## src/rtl/digit_event_streamer.sv

```systemverilog
// Serialises a latched binary pixel mask into one-hot events, lowest index first,
// with a fixed idle gap after every event. The class label rides alongside the stream.
module digit_event_streamer #(
  parameter int p_s       = 25,
  parameter int p_gap     = 4,
  parameter int p_label_w = 4
) (
  input  logic                 i_clk,
  input  logic                 i_rst_n,
  input  logic                 i_start,
  input  logic [p_s:1]         i_image,
  input  logic [p_label_w-1:0] i_label,
  output logic [p_s:1]         o_event,
  output logic                 o_last,
  output logic [p_label_w-1:0] o_label,
  output logic                 o_busy,
  output logic                 o_done
);

  typedef enum logic [1:0] {S_IDLE, S_EMIT, S_GAP} state_e;

  localparam logic [7:0]   GAP_LOAD = 8'(p_gap - 1);
  localparam logic [p_s:1] LSB      = {{(p_s-1){1'b0}}, 1'b1};

  state_e                 state_q, state_d;
  logic [p_s:1]           mask_q, mask_d;
  logic [7:0]             cnt_q, cnt_d;
  logic [p_s:1]           event_q, event_d;
  logic                   last_q, last_d;
  logic [p_label_w-1:0]   label_q, label_d;
  logic                   busy_q, busy_d;
  logic                   done_q, done_d;

  // Two's-complement trick isolates the lowest set bit in one step.
  logic [p_s:1] low_bit, rest;
  assign low_bit = mask_q & (~mask_q + LSB);
  assign rest    = mask_q & ~low_bit;

  always_comb begin
    state_d = state_q;
    mask_d  = mask_q;
    cnt_d   = cnt_q;
    label_d = label_q;
    busy_d  = busy_q;
    event_d = '0;
    last_d  = 1'b0;
    done_d  = 1'b0;
    case (state_q)
      S_IDLE: begin
        if (i_start) begin
          mask_d  = i_image;
          label_d = i_label;
          busy_d  = 1'b1;
          state_d = S_EMIT;
        end
      end
      S_EMIT: begin
        if (|mask_q) begin
          event_d = low_bit;
          mask_d  = rest;
          last_d  = ~|rest;
          cnt_d   = GAP_LOAD;
          state_d = S_GAP;
        end else begin
          done_d  = 1'b1;
          busy_d  = 1'b0;
          state_d = S_IDLE;
        end
      end
      S_GAP: begin
        if (cnt_q == 8'd0) state_d = S_EMIT;
        else               cnt_d   = cnt_q - 8'd1;
      end
      default: state_d = S_IDLE;
    endcase
  end

  always_ff @(posedge i_clk or negedge i_rst_n) begin
    if (!i_rst_n) begin
      state_q <= S_IDLE;
      mask_q  <= '0;
      cnt_q   <= '0;
      event_q <= '0;
      last_q  <= 1'b0;
      label_q <= '0;
      busy_q  <= 1'b0;
      done_q  <= 1'b0;
    end else begin
      state_q <= state_d;
      mask_q  <= mask_d;
      cnt_q   <= cnt_d;
      event_q <= event_d;
      last_q  <= last_d;
      label_q <= label_d;
      busy_q  <= busy_d;
      done_q  <= done_d;
    end
  end

  assign o_event = event_q;
  assign o_last  = last_q;
  assign o_label = label_q;
  assign o_busy  = busy_q;
  assign o_done  = done_q;

endmodule

```

## config.mk

```make
export PLATFORM = sky130hd
export DESIGN_NAME = digit_event_streamer
export DESIGN_NICKNAME = d
export VERILOG_FILES = /design/src/rtl/digit_event_streamer.sv
export SDC_FILE = /design/constraint.sdc
export NUM_CORES = 1
export LEC_CHECK = 0
export ABC_AREA = 0
export ABC_CLOCK_PERIOD_IN_PS = 2500
export BUFFER_PORTS_ARGS = -buffer_cell sky130_fd_sc_hd__buf_2
export CAP_MARGIN = 5
export CORE_MARGIN = 2
export CORE_UTILIZATION = 40
export DETAILED_ROUTE_END_ITERATION = 6
export MAX_ROUTING_LAYER = met4
export PLACE_DENSITY_LB_ADDON = 0.08
export SETUP_SLACK_MARGIN = 0.4
export SYNTH_ARGS = -nofsm -noshare
export SYNTH_HDL_FRONTEND = slang
export SYNTH_SLANG_ARGS = --single-unit
export TNS_END_PERCENT = 100
```

## constraint.sdc

```tcl
create_clock -name i_clk -period 2.5 [get_ports i_clk]
set_input_delay 0 -clock i_clk [delete_from_list [all_inputs] [get_ports i_clk]]
set_output_delay 0 -clock i_clk [all_outputs]
set_load 0.01 [all_outputs]
```

Yosys cells after proc, flatten, opt, wreduce, memory -nomap -nowiden --
Index checks and enable logic that the tools add are counted.
Storage, ports and cells: flip-flop bits (word level) 67, latch bits 0, bits in writable memories 0, memory bits (read-only) 0, input port bits 32, output and inout bits 32, logic and storage cells 52, memories 0
Operators by class: add/sub/neg operators 2, multipliers 0, div/mod/pow operators 0, magnitude comparators 0, eq/ne operators 7, shifts and indexed selects 0, mux-type cells 19, bitwise gates (word level) 4, reductions and logical operators 12
Operators by type and width (count):
- $mux 25 | 4
- $and 25x25->25 | 2
- $not 25->25 | 2
- $pmux 25 s2 | 1
- $reduce_or 25->1 | 2
- $add 25x1->25 const B | 1
- $mux 8 | 2
- $pmux 8 s2 | 1
- $ne 2x2->1 const B | 5
- $reduce_and 3->1 | 3
- $logic_not 8->1 | 1
- $sub 8x1->8 const B | 1
- $mux 1 | 6
- $mux 2 | 3
- $pmux 2 s3 | 1
- $reduce_and 2->1 | 2
- $reduce_bool 2->1 | 2
- $eq 2x1->1 const B | 1
- $eq 2x2->1 const B | 1
- $logic_not 2->1 | 1
- $pmux 1 s2 | 1
- $logic_not 1->1 | 1

Depth between registers and ports, before layout --
Gate-level depths: netlist of the first run.
depth after elaboration 9, gate-level depth with buffers 8, mapped depth without buffers 8

Worst setup path before layout of the first run --
No wires, ideal clock.
path type reg-to-reg, from register mask_q[2] in the netlist's numbering, to register last_q, in the netlist o_last, library setup time 0.096 ns, data arrival time 2.017 ns, required time 2.404 ns, path slack 0.387 ns, cell stages (with the launch flop) 9, path through dfrtp_1 > buf_6 > nor4_4 > nand3_2 > or3_1 > buf_6 > nor4_4 > o221ai_2 > nor4_2
On the way: cells in the longest elaborated chain, start to end 9, elaborated cells on any way between the ends 10, classes of those cells add/sub (1); mux (2); bitwise (4); reduce/logical (3)
Ends and longest elaborated chain:
- start, declared | RTL line 26 | logic [p_s:1] mask_q, mask_d;
- start signal, assigned | RTL line 90 | mask_q <= mask_d;
- $not 25->25 | RTL line 36 | assign low_bit = mask_q & (~mask_q + LSB);
- $add 25x1->25 | RTL line 36
- $and 25x25->25 | RTL line 36
- $not 25->25 | RTL line 37 | assign rest = mask_q & ~low_bit;
- $and 25x25->25 | RTL line 37
- $reduce_or 25->1 | RTL line 61 | last_d = ~|rest;
- $logic_not 1->1 | RTL line 61
- $mux 1 * | RTL line 58 | if (|mask_q) begin
- $mux 1 * | RTL line 48 | case (state_q)
- net last_d | RTL line 29 | logic last_q, last_d;
- end signal, assigned | RTL line 93 | last_q <= last_d;
- end, declared | RTL line 29
The timed path passes the listed nets; every way through them passes the cells marked *. A chain may end at the register's enable or synchronous reset.

Worst setup path after layout of the first run --
from register mask_q[23] in the netlist's numbering, to register mask_q[18] in the netlist's numbering
On the way: cells in the longest elaborated chain, start to end 3
Ends and longest elaborated chain (RTL line):
- $reduce_or 25->1 | 58
- $ne 2x2->1 (no source line)
- $reduce_and 3->1 (no source line)
Every way passes these cells.

==> summary.md, run 1 <==
| Metric | Value |
|---|---|
| Outcome | `completed` |
| Post-synthesis cell count | `286` |
| Maximum clock insertion buffer count | `2` |
| Via count | `2725` |
| Post-Layout Inst Area | `4490 um2` |
| Final wirelength | `8260 um` |
| R2R cell count | `8` |
| Cell taking the most area after synthesis | `dfrtp_1` |
| Largest cells by area after synthesis | `dfrtp_1 54%, a22o_1 5.9%, o21ai_0 3.9%` |
| Num CTS Buffers | `9` |
| Initial antenna violation count | `0` |
| R2R setup slack | `360 ps` |
| Clock latency on the worst-skew pair | `350 ps` |
| Via-to-Cell Ratio | `5.27` |
| WHS | `246 ps` |
| CP max FO | `7` |
| Core area | `7610 um2` |
| Leak | `2.13 nW` |
| Critical path's slowest cell | `or4_4` |
| Crit path cell chain | `or4_4 -> nor3_4 -> nor4b_4 -> buf_4 -> o21bai_4 -> buf_6 -> o21ai_0 -> a22o_1` |
| # DRC | `0` |
| Clock sink count | `67` |
| Setup_tns | `0 ps` |
| Hold Crit Class | `input pin to asynchronous set/reset pin` |
| Gr usage total | `0.210` |
| Max_slew headroom | `0.426` |
| Clock skew | `12.7 ps` |
| Storage cell area | `1680 um2` |
| Post-DP HPWL | `5310 um` |
| Crit path depth | `8` |
| Die Footprint | `8470 um2` |
| FF+latch count, synth | `67` |
| Largest net degree at the start of global routing | `38` |
| Clk root buf | `clkbuf_8` |
| CP top delay family | `simple AND/OR/NAND/NOR gates` |
| Placed cells | `453` |
| Multi-input gate area | `1500 um2` |
| Share of cells above drive strength 1 | `0.419` |
| Unique masters post-synth | `54` |
| P per Cell Area | `1120 nW/um2` |
| Pre-CTS WS | `189 ps` |
| Final core occ | `0.591` |
| Final setup viols | `0` |
| Area after DPL | `3610 um2` |
| Asr flop ratio synth | `1.00` |
| Max Cap Viol | `0` |
| Endpoint class of the critical path | `flop` |
| Number of synthesized flops with an enable pin | `0` |
| Final std cells w/o fill | `517` |
| WP buf/inv | `2` |
| ANT nets after route | `0` |
| Required @ worst endpoint | `2780 ps` |
| Overall power | `5.05 mW` |
| I/O pin count | `64` |
| Die Height | `92.0 um` |
| GR Overflow Total | `0` |
| Global-route wire length before repair | `13200 um` |
| CTS tree | `done` |
| Fillers | `672` |
| Final Max Tran Viols | `0` |
| Final setup margin | `358 ps` |
| # diodes | `0` |
| Clk slew on worst S/H paths | `80 ps` |
| Pre-antenna DRT Iters | `4` |
| Final hold violations | `0` |
| Sequential share of the synthesized area | `0.541` |
| Yosys top cell area share | `0.541` |
| WS Path Type | `flop to flop` |
| Global placement routability congestion | `0.799` |
| Worst r2r src | `mask_q[23]` |
| Critical path startpoint category | `flop` |
| Synth Cell Area | `3100 um2` |
| Die W | `92.0 um` |
| Crit share post-route | `0.857` |
| Most frequent cells after synthesis | `67 x dfrtp_1, 24 x o21ai_0, 22 x nor2_1, 21 x a22o_1, 16 x and3_1` |
| WL/cell | `16.0 um` |
| Tmin final | `2140 ps` |
| Yosys warns | `0` |
| Most common cell in the netlist | `dfrtp_1` |
| Syn_nets | `320` |
| Vias in the first global route | `2668` |
| Maximum clock rate | `467 MHz` |
| FP Rows | `32` |
| Slowest stage delay, CP | `550 ps` |
| Max IR drop VDD | `532 uV` |
| Area grow syn2layout | `45.0%` |
| # port buffers | `63` |
| Number of DRC markers in iteration 0 | `150` |
| Initial Utilization | `0.407` |
| Avg Inst Size Synth | `10.8 um2` |
| Ys flop type | `dfrtp_1` |
| RSZ-0062 raised after global routing | `yes` |
| Least-Margin Pin Slew | `861 ps` |
| Worst flop-to-flop path endpoint | `mask_q[18]` |
| Nets | `444` |
| Worst Path Arrival | `2430 ps` |
| H-tree depth | `3` |
-- state kept, by name, summed over array words and instances, names as in the netlist --
| register | flops |
|---|---|
| cnt_q | 8 |
| mask_q | 25 |
| o_busy | 1 |
| o_done | 1 |
| o_event | 25 |
| o_label | 4 |
| o_last | 1 |
| state_q | 2 |
-- routing by layer --
metal / global-route usage / vias up / wire (um)
li1: - / 1301 / -
met1: 0.279 / 1346 / 3950
met2: 0.317 / 63 / 3820
met3: 0.0460 / 15 / 332
met4: 0.0796 / 0 / 165
met5: - / - / 0
-- cells by family (layout without fill, tap and decap cells) --
group,count (synthesis),count (layout),synth area share
AO/OA/AOI/OAI,65,65,0.150
XOR/XNOR,6,6,0.0170
adder cells (fa/ha/maj),4,4,0.0145
buffers and inverters,26,155,0.0388
flip-flops,67,67,0.541
multiplexers,5,5,0.0178
AND/OR/NAND/NOR,113,113,0.221
-- how the worst max path moves through the flow --
stage / endpoint / slack (ps) / startpoint
3_5_place_dp: o_busy / 190 / mask_q[5]
4_1_cts: o_last / 370 / mask_q[1]
5_1_grt: mask_q[18] / 240 / mask_q[23]
2_1_floorplan: mask_q[2] / 420 / mask_q[22]
6_report: mask_q[18] / 360 / mask_q[23]
3_3_place_gp: o_busy / 210 / mask_q[5]
-- layout by cell type, fill, tap and decap left out, drive strengths merged, types with 15 or more instances in the layout --
master       instances
nand2               15
buf                 96
dlygate4sd3         31
dfrtp               67
o21ai               26
and3                19
a22o                22
nor3                15
nor2                22
-- power by group --
group          switching [mW]  internal (mW)
Combinational            1.17           1.07
Sequential              0.390           1.39
Clock                   0.412          0.615
-- final cells by class --
class,instances,share of cell area
inverter,12,0.0100
sequential,67,0.375
timing repair buffer,127,0.202
clock inverter,4,0.0162
multi-input combinational,193,0.334
clock buffer,12,0.0345
tap,102,0.0284
-- what timing repair did --
item / 4_1_cts / 5_1_grt
endpoints found under the hold margin: 60 / 0
setup endpoints to repair: 45 / 46
hold buffers: 31 / 0
pin swaps: 8 / 21
resized for setup: 13 / 55
setup buffers: 8 / 6
gates cloned: 0 / 3
No activity file was read; power rests on OpenSTA's default activity.
==> run 2, diff against run 1 <==
--- a/config.mk
+++ b/config.mk
@@ -10,7 +10,7 @@
 export BUFFER_PORTS_ARGS = -buffer_cell sky130_fd_sc_hd__buf_2
 export CAP_MARGIN = 5
 export CORE_MARGIN = 2
-export CORE_UTILIZATION = 40
+export CORE_UTILIZATION = 50
 export DETAILED_ROUTE_END_ITERATION = 6
 export MAX_ROUTING_LAYER = met4
 export PLACE_DENSITY_LB_ADDON = 0.08
==> constraint.sdc (replaced) <==
create_clock -name i_clk -period 2.5 [get_ports i_clk]
set_input_delay 0.125 -clock i_clk [delete_from_list [all_inputs] [get_ports i_clk]]
set_output_delay 0.125 -clock i_clk [all_outputs]
set_load 0.01 [all_outputs]
==> summary.md, run 2 (synthesized netlist as in run 1, its figures left out) <==
| Metric | Value |
|---|---|
| Die W | `82.7 um (-10%)` |
| Post-DP HPWL | `5110 um (-3.7%)` |
| CTS tree | `done` |
| Die Height | `82.7 um (-10%)` |
| Endpoint class of the critical path | `flop` |
| Initial Utilization | `0.520 (+0.113)` |
| Critical path startpoint category | `flop` |
| Crit path cell chain | `buf_4 -> or4_4 -> nor4_1 -> a21oi_1 -> o31ai_2 -> nand4_1 -> nor4_2` |
| Final Max Tran Viols | `0 (unchanged)` |
| Clock sink count | `67 (unchanged)` |
| Pre-antenna DRT Iters | `4 (unchanged)` |
| CP top delay family | `simple AND/OR/NAND/NOR gates` |
| Final wirelength | `8280 um (+0.19%)` |
| Setup_tns | `0 ps (unchanged)` |
| Pre-CTS WS | `208 ps (+18.6 ps)` |
| # diodes | `0 (unchanged)` |
| Hold Crit Class | `input pin to flop` |
| Leak | `2.09 nW (-2.0%)` |
| Placed cells | `427 (-5.7%)` |
| # port buffers | `63 (unchanged)` |
| Clock share of power | `0.174 (-0.029)` |
| ANT nets after route | `0 (unchanged)` |
| P_int | `3.09 mW (+0.47%)` |
| Gr usage total | `0.251 (+0.0412)` |
| Final setup margin | `258 ps (-100 ps)` |
| Max_slew headroom | `0.523 (+0.0967)` |
| Switch share | `0.406 (+0.0159)` |
| Max Cap Viol | `0 (unchanged)` |
| CP max FO | `3 (-4)` |
| Worst Path Arrival | `2490 ps (+60 ps)` |
| Crit share post-route | `0.897 (+0.0402)` |
| Share of cells above drive strength 1 | `0.486 (+0.0669)` |
| Die Footprint | `6840 um2 (-19%)` |
| Global placement routability congestion | `0.869 (+8.8%)` |
| Largest net degree at the start of global routing | `39 (+2.6%)` |
| Crit path depth | `7 (-1)` |
| I/O pin count | `64 (unchanged)` |
| Final std cells w/o fill | `474 (-8.3%)` |
| RSZ-0062 raised after global routing | `yes` |
| GR Overflow Total | `0 (unchanged)` |
| WS Path Type | `flop to flop` |
| R2R setup slack | `260 ps (-100 ps)` |
| Worst Setup SP | `mask_q[2]` |
| Worst flop-to-flop path endpoint | `o_last` |
| Clock latency on the worst-skew pair | `340 ps (about the same)` |
| Final setup viols | `0 (unchanged)` |
| Worst r2r src | `mask_q[2]` |
| Required @ worst endpoint | `2750 ps (-30 ps)` |
| Combinational fraction of design power | `0.478 (+0.034)` |
| Most frequent cells in the layout | `64 x buf_2, 64 x dfrtp_1, 25 x buf_4, 21 x a22o_1, 18 x nor2_1` |
| Nets | `428 (-3.6%)` |
| Clk slew on worst S/H paths | `70 ps (about the same)` |
| Sequential Power Share | `0.349 (-0.004)` |
| Max IR drop VDD | `696 uV (+31%)` |
| H-tree depth | `3 (unchanged)` |
| Tmin final | `2240 ps (+100 ps)` |
| WL/cell | `17.5 um (+9.3%)` |
| Area grow syn2layout | `41.6%` |
| Core area | `5960 um2 (-22%)` |
| Initial antenna violation count | `0 (unchanged)` |
| Via-to-Cell Ratio | `5.71 (+8.4%)` |
| Number of DRC markers in iteration 0 | `196 (+31%)` |
| Critical path's slowest cell | `or4_4` |
| WP buf/inv | `1 (-1)` |
| Worst setup path end | `o_last` |
| Least-Margin Pin Slew | `716 ps (-145 ps)` |
| Maximum clock insertion buffer count | `2 (unchanged)` |
| Slowest stage delay, CP | `550 ps (about the same)` |
| Maximum clock rate | `446 MHz (-4.5%)` |
| P per Cell Area | `1190 nW/um2 (+5.6%)` |
| # DRC | `0 (unchanged)` |
| Num CTS Buffers | `9 (unchanged)` |
| Final core occ | `0.737 (+0.146)` |
| Fillers | `422 (-37%)` |
| Vias in the first global route | `2492 (-6.6%)` |
| Outcome | `completed` |
| Final hold violations | `0 (unchanged)` |
| R2R cell count | `7 (-1)` |
| Global-route wire length before repair | `12200 um (-7.7%)` |
| Via count | `2708 (-0.62%)` |
| Clk root buf | `clkbuf_8` |
| Sw Pwr | `2.12 mW (+7.4%)` |
| Clock skew | `12.6 ps (-0.136 ps)` |
| FP Rows | `28 (-13%)` |
[run 2: changes by cell type in the layout (fill, tap and decap cells not counted), moves of 3 or more]
| cell | delta |
|---|---|
| dlygate4sd3_1 | -23 |
| buf_6 | +6 |
| o21ai_2 | +6 |
| o21ai_0 | -5 |
| nor3_2 | +4 |
| and3_1 | +3 |
| nand2_1 | -3 |
| nand2_2 | +3 |
| nor3_1 | -3 |
[run 2: worst min-delay path by stage]
| stage | from | depth (start not counted) | end | slack (ps) |
|---|---|---|---|---|
| after floorplan | i_rst_n | 0 | cnt_q[0] | -170 |
| after global placement | i_rst_n | 1 | mask_q[7] | 200 |
| after detailed placement | i_rst_n | 1 | mask_q[7] | 220 |
| after CTS | i_label[0] | 2 | o_label[0] | 0.9 |
| after global routing | i_image[12] | 2 | mask_q[12] | 4 |
| final | i_image[19] | 2 | mask_q[19] | 10 |
[run 2: timing repair]
action,CTS,global route
endpoints found under the setup margin,40,53
cloned,0,3
endpoints found under the hold margin,35,1
gates resized for setup,17,86
pin swaps,6,33
hold buffers,7,1
buffers inserted,8,12
[run 2: metrics by stage]
step                      hold slack [ps]  area [um2]  total power [mW]
final                                10.3        4390              5.21
after floorplan                      -171        3110              2.93
after global routing                 3.51        4390              5.53
after CTS                           0.918        3990              4.57
after global placement                205        3580              3.48
after detailed placement              216        3580              3.51
[run 2: power by group through the flow]
| stage | Sequential [mW] | Combinational, mW | Clock [mW] |
|---|---|---|---|
| after floorplan | 1.71 | 1.22 | 0 |
| after global placement | 1.76 | 1.72 | 0 |
| after detailed placement | 1.77 | 1.74 | 0 |
| after CTS | 1.77 | 1.88 | 0.918 |
| after global routing | 1.86 | 2.70 | 0.972 |
| final | 1.82 | 2.49 | 0.907 |
[run 2: cell type report]
type / instances / area (um2) / share of cell area
timing repair buffer: 111 / 754 / 0.172
tap: 75 / 93.8 / 0.0214
multi-input combinational: 193 / 1620 / 0.369
clock buffer: 14 / 163 / 0.0371
sequential: 67 / 1680 / 0.383
inverter: 12 / 45.0 / 0.0103
clock inverter: 2 / 35.0 / 0.00798
[run 2: layer usage]
metal / share of wire / wire length (um) / global-route usage / vias up
met2: 0.47 / 3890 / 0.353 / 102
met3: 0.054 / 448 / 0.0533 / 14
li1: - / - / - / 1269
met5: 0 / 0 / - / -
met1: 0.46 / 3820 / 0.362 / 1323
met4: 0.015 / 122 / 0.0836 / 0
==> run 3, diff against run 2 <==
--- a/config.mk
+++ b/config.mk
@@ -8,10 +8,11 @@
 export ABC_AREA = 0
 export ABC_CLOCK_PERIOD_IN_PS = 2500
 export BUFFER_PORTS_ARGS = -buffer_cell sky130_fd_sc_hd__buf_2
-export CAP_MARGIN = 5
+export CAP_MARGIN = 40
 export CORE_MARGIN = 2
-export CORE_UTILIZATION = 50
+export CORE_UTILIZATION = 54
 export DETAILED_ROUTE_END_ITERATION = 6
+export GPL_ROUTABILITY_DRIVEN = 1
 export MAX_ROUTING_LAYER = met4
 export PLACE_DENSITY_LB_ADDON = 0.08
 export SETUP_SLACK_MARGIN = 0.4
==> summary.md, run 3 (synthesized netlist as in run 1, its figures left out) <==
| Metric | Value |
|---|---|
| Outcome | `completed` |
| I/O pin count | `64 (unchanged)` |
| Min-Delay Path Depth | `3 (+1)` |
| Initial Utilization | `0.559 (+0.0390)` |
| CP top delay family | `simple AND/OR/NAND/NOR gates` |
| Clk slew on worst S/H paths | `70 ps (about the same)` |
| Area grow syn2layout | `34.2%` |
| Endpoint class of the critical path | `flop` |
| Worst hold endpoint | `mask_q[25]` |
| Via-to-Cell Ratio | `5.92 (+3.7%)` |
| Least-Margin Pin Slew | `691 ps (-25.3 ps)` |
| Share of cells above drive strength 1 | `0.396 (-0.0898)` |
| H-tree depth | `3 (unchanged)` |
| CP max FO | `7 (+4)` |
| Slowest stage delay, CP | `470 ps (-80 ps)` |
| Worst r2r src | `mask_q[1]` |
| FP Rows | `27 (-3.6%)` |
| Die Footprint | `6360 um2 (-7.1%)` |
| WS Path Type | `flop to flop` |
| Vias in the first global route | `2621 (+5.2%)` |
| Critical path startpoint category | `flop` |
| Critical path's slowest cell | `dfrtp_2` |
| Final wirelength | `7940 um (-4.1%)` |
| Clock sink count | `67 (unchanged)` |
| Final Max Tran Viols | `0 (unchanged)` |
| Placed cells | `424 (-0.70%)` |
| Post-DP HPWL | `5010 um (-2.1%)` |
| Number of DRC markers in iteration 0 | `242 (+23%)` |
| Global placement routability congestion | `0.915 (+5.3%)` |
| RSZ-0062 raised after global routing | `yes` |
| R2R setup slack | `350 ps (+90 ps)` |
| Worst Path Arrival | `2380 ps (-110 ps)` |
| Pre-antenna DRT Iters | `4 (unchanged)` |
| Global-route wire length before repair | `12800 um (+4.9%)` |
| Hold Crit Class | `input pin to flop` |
| Via count | `2743 (+1.3%)` |
| CP dominant cell by count | `nor4_4` |
| Initial antenna violation count | `0 (unchanged)` |
| Tmin final | `2150 ps (-93.0 ps)` |
| Clock skew | `12.3 ps (-0.223 ps)` |
| P per Cell Area | `1210 nW/um2 (+2.0%)` |
| Nets | `420 (-1.9%)` |
| R2R cell count | `7 (unchanged)` |
| WL/cell | `17.1 um (-1.8%)` |
| CTS tree | `done` |
| Num CTS Buffers | `9 (unchanged)` |
| # DRC | `0 (unchanged)` |
| Core area | `5540 um2 (-7.0%)` |
| Maximum clock rate | `465 MHz (+4.3%)` |
| WP buf/inv | `1 (unchanged)` |
| Setup_tns | `0 ps (unchanged)` |
| Crit share post-route | `0.860 (-0.0372)` |
| Most frequent cells in the layout | `64 x dfrtp_1, 63 x buf_2, 27 x buf_4, 22 x o21ai_0, 21 x a22o_1` |
| Gr usage total | `0.275 (+0.0241)` |
| Most common cell after layout, fill and taps aside | `dfrtp_1` |
| Die W | `79.8 um (-3.6%)` |
| GR Overflow Total | `0 (unchanged)` |
| Max_slew headroom | `0.539 (+0.0169)` |
| Largest net degree at the start of global routing | `39 (unchanged)` |
| # diodes | `0 (unchanged)` |
| Maximum clock insertion buffer count | `2 (unchanged)` |
| Final setup viols | `0 (unchanged)` |
| Max IR drop VDD | `703 uV (+0.92%)` |
| Final hold violations | `0 (unchanged)` |
| Crit path cell chain | `nor4_4 -> nand3_2 -> or3_4 -> nor4_4 -> buf_4 -> o21ai_2 -> a22o_1` |
| Clock latency on the worst-skew pair | `340 ps (about the same)` |
| Required @ worst endpoint | `2730 ps (-20 ps)` |
| ANT nets after route | `0 (unchanged)` |
| # port buffers | `63 (unchanged)` |
| Worst flop-to-flop path endpoint | `mask_q[23]` |
| Startpoint of the worst hold path | `i_image[25]` |
| Max Cap Viol | `0 (unchanged)` |
| Die Height | `79.8 um (-3.6%)` |
| Leak | `2.05 nW (-2.0%)` |
| Clk root buf | `clkbuf_8` |
| Final std cells w/o fill | `463 (-2.3%)` |
-- run 3: how the worst max path moves through the flow --
stage,startpoint,to,slack (ps),depth (start not counted)
2_1_floorplan,mask_q[22],mask_q[2],420,7
3_3_place_gp,mask_q[12],o_last,260,6
3_5_place_dp,mask_q[12],o_last,260,6
4_1_cts,mask_q[2],mask_q[23],360,8
5_1_grt,mask_q[1],mask_q[23],260,7
6_report,mask_q[1],mask_q[23],350,7
-- run 3: power breakdown --
part	switching [mW]	internal, mW
combinational	1.13	1.02
sequential	0.405	1.39
clock	0.406	0.687
-- run 3: what timing repair did --
item	4_1_cts	5_1_grt
gates resized for setup	18	16
pin swaps	10	10
setup endpoints to repair	29	50
endpoints found under the hold margin	35	1
setup buffers	8	7
hold buffers	7	1
-- run 3: cell type report --
type | instances | area [um2]
tap | 72 | 90.1
fill | 376 | 1380
clock inverter | 5 | 100
multi-input combinational | 193 | 1440
timing repair buffer | 103 | 663
sequential | 67 | 1680
clock buffer | 11 | 141
inverter | 12 | 45.0
-- run 3: metrics by stage --
step / util / hold slack, ps / setup WS, ps / instance area [um2] / power (mW)
global placement: 0.646 / 199 / 259 / 3580 / 3.48
CTS: 0.729 / 0.0329 / 362 / 4040 / 4.80
finish: 0.751 / 7.29 / 351 / 4160 / 5.04
detailed placement: 0.646 / 208 / 258 / 3580 / 3.51
floorplan: - / -171 / 419 / 3110 / 2.93
global route: 0.751 / 0.141 / 264 / 4160 / 5.35
-- run 3: tightest hold or removal path, delay by kind of cell --
family,cells,cell delay (ps)
simple gates,1,30
buf+inv,1,70
compound gates,1,70
-- run 3: metal layers --
metal	GRT usage	vias up	wire, um
li1	-	1253	-
met1	0.353	1346	3350
met2	0.428	126	3880
met3	0.0566	18	530
met4	0.119	0	177
met5	-	-	0
